[config.mk]
export PLATFORM = sky130hd
export DESIGN_NAME = allstubs_reader
export DESIGN_NICKNAME = d
export VERILOG_FILES = /design/src/rtl/allstubs_reader.sv
export SDC_FILE = /design/constraint.sdc
export NUM_CORES = 1
export LEC_CHECK = 0
export ABC_AREA = 0
export CORE_MARGIN = 2
export CORE_UTILIZATION = 35
export CTS_BUF_LIST = sky130_fd_sc_hd__clkbuf_8
export CTS_CLUSTER_DIAMETER = 100
export DETAILED_ROUTE_END_ITERATION = 6
export PLACE_DENSITY_LB_ADDON = 0.05
export SYNTH_ARGS = -nofsm -noshare
export SYNTH_HDL_FRONTEND = slang
export SYNTH_SLANG_ARGS = --single-unit
[constraint.sdc]
create_clock -name clk -period 5 [get_ports clk]
set_input_delay 1 -clock clk [delete_from_list [all_inputs] [get_ports clk]]
set_output_delay 1 -clock clk [all_outputs]
set_load 0.01 [all_outputs]
[src/rtl/allstubs_reader.sv]
// allstubs_reader: walks one AllStubs page per BX and streams the stubs out
// through a credit-checked skid FIFO feeding a registered output stage.
// Ports: clk; reset (async, active-low); start[1] sync reset, start[0] new BX;
//   done = start delayed TMUX clocks; number_in = stub count of the BX;
//   read_add/data_in = memory read port {bx, index} with RD_LAT latency;
//   data_out/valid_out/ready_in = output stream; truncated = BX abandoned.
// Optional macro ALLSTUBS_RD_LAST_EN adds last_out on the final stub of a BX.
module allstubs_reader #(
    parameter int MEM_SIZE   = 5,
    parameter int DATA_W     = 36,
    parameter int RD_LAT     = 2,
    parameter int FIFO_DEPTH = 4,
    parameter int TMUX       = 4
) (
    input  logic                  clk,
    input  logic                  reset,
    input  logic [1:0]            start,
    output logic [1:0]            done,
    input  logic [MEM_SIZE:0]     number_in,
    output logic [MEM_SIZE+4:0]   read_add,
    input  logic [DATA_W-1:0]     data_in,
    output logic [DATA_W-1:0]     data_out,
    output logic                  valid_out,
    input  logic                  ready_in,
    output logic                  truncated
`ifdef ALLSTUBS_RD_LAST_EN
    ,
    output logic                  last_out
`endif
);
    localparam int PW = $clog2(FIFO_DEPTH);
    localparam int CW = PW + 1;
`ifdef ALLSTUBS_RD_LAST_EN
    localparam int EW = DATA_W + 1;
`else
    localparam int EW = DATA_W;
`endif
    localparam logic [CW:0] DEPTH_C = (CW+1)'(FIFO_DEPTH);

    typedef enum logic [1:0] {IDLE, READ, DRAIN} state_t;

    state_t              state_q, state_d;
    logic [4:0]          bx_q;
    logic [MEM_SIZE-1:0] n_q, idx_q, n_next;
    logic [RD_LAT-1:0]   tok_q;
    logic [MEM_SIZE+4:0] add_q;
    logic [1:0]          dly_q [TMUX];

    logic [EW-1:0]       mem_q [FIFO_DEPTH];
    logic [PW-1:0]       wr_ptr, rd_ptr;
    logic [CW-1:0]       cnt_q;
    logic [EW-1:0]       out_q, in_word;

    logic [CW:0]         inflight, used;
    logic new_bx, issue, is_last, emerge, load_out;
    logic fifo_pop, bypass, push, drained, trunc_d;

    function automatic logic [PW-1:0] nxt(input logic [PW-1:0] p);
        return (p == PW'(FIFO_DEPTH-1)) ? '0 : p + 1'b1;
    endfunction

    // Numbers above the page capacity clamp to the last usable index.
    assign n_next = number_in[MEM_SIZE] ? '1 : number_in[MEM_SIZE-1:0];

    always_comb begin
        inflight = '0;
        for (int i = 0; i < RD_LAT; i++) begin
            inflight = inflight + (CW+1)'(tok_q[i]);
        end
    end

    // Credit: everything stored or still in the memory pipe must fit.
    assign used     = {1'b0, cnt_q} + (CW+1)'(valid_out) + inflight;
    assign new_bx   = start[0] & ~start[1];
    assign issue    = (state_q == READ) && (start == 2'b00) && (used < DEPTH_C);
    assign is_last  = (idx_q == n_q - 1'b1);
    assign emerge   = tok_q[RD_LAT-1] && (start == 2'b00);
    assign load_out = !valid_out || ready_in;
    assign fifo_pop = load_out && (cnt_q != '0);
    assign bypass   = load_out && (cnt_q == '0) && emerge;
    assign push     = emerge && !bypass;
    // Everything of this BX is delivered once this edge completes.
    assign drained  = (tok_q == '0) && (cnt_q == '0) && load_out;
    assign trunc_d  = new_bx && (state_q != IDLE) &&
                      !((state_q == DRAIN) && drained);

    assign read_add = issue ? {bx_q, idx_q} : add_q;
    assign data_out = out_q[DATA_W-1:0];
    assign done     = dly_q[TMUX-1];

    always_comb begin
        state_d = state_q;
        unique case (state_q)
            IDLE:    ;
            READ:    if (issue && is_last) state_d = DRAIN;
            DRAIN:   if (drained) state_d = IDLE;
            default: state_d = IDLE;
        endcase
        if (new_bx)   state_d = (n_next != '0) ? READ : IDLE;
        if (start[1]) state_d = IDLE;
    end

    always_ff @(posedge clk or negedge reset) begin
        if (!reset) begin
            state_q <= IDLE;
        end else begin
            state_q <= state_d;
        end
    end

    always_ff @(posedge clk or negedge reset) begin
        if (!reset) begin
            bx_q      <= '1;
            n_q       <= '0;
            idx_q     <= '0;
            tok_q     <= '0;
            add_q     <= '0;
            truncated <= 1'b0;
        end else if (start[1]) begin
            bx_q      <= '1;
            n_q       <= '0;
            idx_q     <= '0;
            tok_q     <= '0;
            add_q     <= '0;
            truncated <= 1'b0;
        end else begin
            truncated <= trunc_d;
            if (new_bx) begin
                bx_q  <= bx_q + 5'd1;
                n_q   <= n_next;
                idx_q <= '0;
                tok_q <= '0;
            end else begin
                tok_q <= {tok_q[RD_LAT-2:0], issue};
                if (issue) begin
                    idx_q <= idx_q + 1'b1;
                    add_q <= {bx_q, idx_q};
                end
            end
        end
    end

    always_ff @(posedge clk) begin
        if (push) mem_q[wr_ptr] <= in_word;
    end

    always_ff @(posedge clk or negedge reset) begin
        if (!reset) begin
            wr_ptr    <= '0;
            rd_ptr    <= '0;
            cnt_q     <= '0;
            valid_out <= 1'b0;
            out_q     <= '0;
        end else if (start[1]) begin
            wr_ptr    <= '0;
            rd_ptr    <= '0;
            cnt_q     <= '0;
            valid_out <= 1'b0;
            out_q     <= '0;
        end else if (new_bx) begin
            wr_ptr    <= '0;
            rd_ptr    <= '0;
            cnt_q     <= '0;
            valid_out <= 1'b0;
        end else begin
            if (push)     wr_ptr <= nxt(wr_ptr);
            if (fifo_pop) rd_ptr <= nxt(rd_ptr);
            unique case ({push, fifo_pop})
                2'b10:   cnt_q <= cnt_q + 1'b1;
                2'b01:   cnt_q <= cnt_q - 1'b1;
                default: ;
            endcase
            // Memory data may skip the FIFO when it is empty.
            if (load_out) begin
                valid_out <= fifo_pop | bypass;
                if (fifo_pop)    out_q <= mem_q[rd_ptr];
                else if (bypass) out_q <= in_word;
            end
        end
    end

    always_ff @(posedge clk or negedge reset) begin
        if (!reset) begin
            for (int i = 0; i < TMUX; i++) dly_q[i] <= 2'b00;
        end else begin
            dly_q[0] <= start;
            for (int i = 1; i < TMUX; i++) begin
                dly_q[i] <= start[1] ? 2'b00 : dly_q[i-1];
            end
        end
    end

`ifdef ALLSTUBS_RD_LAST_EN
    logic [RD_LAT-1:0] tok_last_q;

    always_ff @(posedge clk or negedge reset) begin
        if (!reset) begin
            tok_last_q <= '0;
        end else if (start != 2'b00) begin
            tok_last_q <= '0;
        end else begin
            tok_last_q <= {tok_last_q[RD_LAT-2:0], issue && is_last};
        end
    end

    assign in_word  = {tok_last_q[RD_LAT-1], data_in};
    assign last_out = valid_out & out_q[DATA_W];
`else
    assign in_word  = data_in;
`endif

endmodule

==> results.yml <==
outcome:
  status: "finished, final reports clean"
synthesis:
  yosysTopAreaCellShare: 0.475
  synth_nets: 634
  synth_largest_area_cell: "edfxtp_1"
  synth-seq-area-share: 0.702
  synth_edf_count: 144
  yosys_warnings: 0
  synth_area_um2: 9090
  ys_ff_latch: 226
  yosys-top-cells-area: "edfxtp_1 (48%), dfrtp_1 (21%), mux4_2 (8.9%)"
  syn_inst: 575
  ys.flop_type: "edfxtp_1"
  synth_cell_types: 42
  async_flop_share: 0.363
  avgSynthCellArea_um2: 15.8
die:
  initial_utilization: 0.353
  dieArea_um2: 27300
  core-area_um2: 25800
  die_h_um: 165
  rows: 59
  num_io_pins: 97
  die_x_um: 165
clock_network:
  postCtsHoldBufs: 0
  cts_buffer_depth: 3
  cts.sinks: 226
  cts_root_buf: "clkbuf_8"
  clkSlewWorstSetupHoldPaths_ns: 0.06
  cts_buffers: 40
  postCtsSetupBuffers: 0
  ctsHtreeMaxLevel: 2
  cts_tree: "done"
  cts_resized: 0
  clk_latency_ns: 0.53
place:
  gp_congestion: 0.721
  io_buffers: 96
  pre_cts_ws_ns: 0.853
  dp_hpwl_um: 11800
final_layout:
  most-common-layout-cells: "edfxtp_1 (144), clkdlybuf4s50_1 (95), dfrtp_1 (75)"
  fillers: 2394
  drive_gt1_frac: 0.162
  diodes: 0
  num-nets-final: 751
  final_common_cell: "edfxtp_1"
  syn_to_final_growth_pct: 22.7
timing:
  finalMaxSlewViolations: 0
  layout_setup_ws_ns: 0.776
  fin_tns_setup_ns: 0
  max_freq_mhz: 237
  setup_viol: 0
  fin_skew_ns: 0.0257
  maxSlewHeadroom: 0.263
  tightest_slew_ns: 1.10
  hold_viol: 0
  rsz0062_at_grt: "no"
  finalCritPeriodShare: 0.845
  fin_crit_ns: 4.22
global_routing:
  grt_pass1_vias: 5516
  grt_overflow: 0
  grt_usage: 0.155
  antenna_found_initial: 0
  grt_max_degree: 61
  grt_pass1_wl_um: 31500
worst_setup_path:
  cp_common_cell: "inv_1"
  max_stage_delay_ns: 0.54
  crit_family: "buffers and inverters"
  path_buf_inv: 5
  cp.required_ns: 4.00
  path_cells: "inv_1 > fa_1 > inv_1 > ha_1 > nand3b_1 > nand4_1 > buf_4 > inv_1 > nand2_1 > nand2_1 > clkdlybuf4s50_1"
  worstPathArrival_ns: 3.22
  cp_max_fo: 16
  cp-start-kind: "flop"
  critPathSlowestCell: "clkdlybuf4s50_1"
  critPathKind: "flop to output port"
  end_kind: "output port"
route:
  wire_per_inst_um: 19.4
  vias: 5128
  drtIter0Drc: 264
  detail-route-antenna-nets: 0
  routed_via_density: 4.85
  wl_um: 20500
  drtPass1Iterations: 4
  drc_errors: 0
power:
  vdd_ir_drop_max_v: 0.000180
  leakagePower_nw: 4.04
  p_seq_frac: 0.537
  swShare: 0.222
  intPower_w: 0.00293
  pwr-share-clk: 0.423
  switchingPower_w: 0.000836
  powerDensity_nw_per_um2: 338
  p_comb_frac: 0.040
flow_run:
  cap_violations: 0
hold_path:
  hp-class: "flop to flop"
-- stage by stage --
step                      instances  utilization  area [µm²]  power (W)  hold WS [ns]
after detailed placement        985        0.404       10400    0.00221         0.458
after global placement          985        0.404       10400    0.00221         0.462
final                          1057        0.433       11200    0.00377         0.466
after global routing           1057        0.433       11200    0.00394         0.485
after CTS                      1057        0.433       11200    0.00384         0.471
after floorplan                 575            -        9090    0.00211         0.439
-- layer usage --
metal | up-vias | share of wire | track usage
met2 | 103 | 0.49 | 0.264
met5 | - | 0 | 0
met1 | 2619 | 0.44 | 0.194
met4 | 0 | 0.023 | 0.0510
met3 | 44 | 0.050 | 0.0395
li1 | 2362 | - | -
-- power by group through the flow --
stage | logic, W | registers, W | clock network, W
2_1_floorplan | 0.0000578 | 0.00206 | 0
3_3_place_gp | 0.000149 | 0.00206 | 0
3_5_place_dp | 0.000154 | 0.00206 | 0
4_1_cts | 0.000154 | 0.00202 | 0.00167
5_1_grt | 0.000167 | 0.00202 | 0.00175
6_report | 0.000150 | 0.00202 | 0.00160
-- layout make-up --
| type | instances | area, µm² | share of cell area |
|---|---|---|---|
| Sequential cell | 226 | 6380 | 0.572 |
| Multi-Input combinational cell | 306 | 2520 | 0.226 |
| Timing Repair Buffer | 107 | 1040 | 0.0933 |
| Clock buffer | 47 | 647 | 0.0580 |
| Tap cell | 335 | 419 | 0.0376 |
| Clock inverter | 25 | 105 | 0.00942 |
| Inverter | 11 | 41.3 | 0.00370 |
-- Yosys cell counts (all sizes together), types with 10 or more instances --
library cell,count
nor2b,20
xor2,10
dfrtp,77
inv,11
clkbuf,16
mux4,36
buf,16
mux2i,39
nand2,72
edfxtp,144
o21ai,37
ha,10
nor2,24
-- state kept, by name (all words and copies together), names as in the netlist --
signal and cells:
rd_ptr 2, valid_out 1, truncated 1, n_q 5, wr_ptr 2, data_out 36, tok_q 2, done 2
state_q 2, cnt_q 3, bx_q 5, idx_q 5, mem_q 144, add_q 10, dly_q 6
-- cells by family after synthesis --
family / count (synthesis) / share of synthesized area
xor gates and xnor gates: 14 / 0.0135
adders and majority gates: 12 / 0.0182
DFF: 226 / 0.702
and+or+nand+nor: 147 / 0.0754
AOI/OAI and AO/OA: 58 / 0.0369
buffers and inverters: 43 / 0.0223
muxes: 75 / 0.132
-- path summary, 6_finish.rpt --
path | startpoint | endpoint | slack, ns | cells after the start
worst min register to register | dly_q[2] | done[0] | 0.47 | 1
worst max register to register | rd_ptr[0] | data_out[34] | 2.53 | 4
min in group asynchronous | reset | data_out[13] | 0.55 | 1
worst min-delay path | dly_q[2] | done[0] | 0.47 | 1
worst max-delay path | cnt_q[0] | read_add[1] | 0.78 | 11
max in group asynchronous | reset | data_out[10] | 3.49 | 2
No activity file was read; power rests on OpenSTA's default activity.
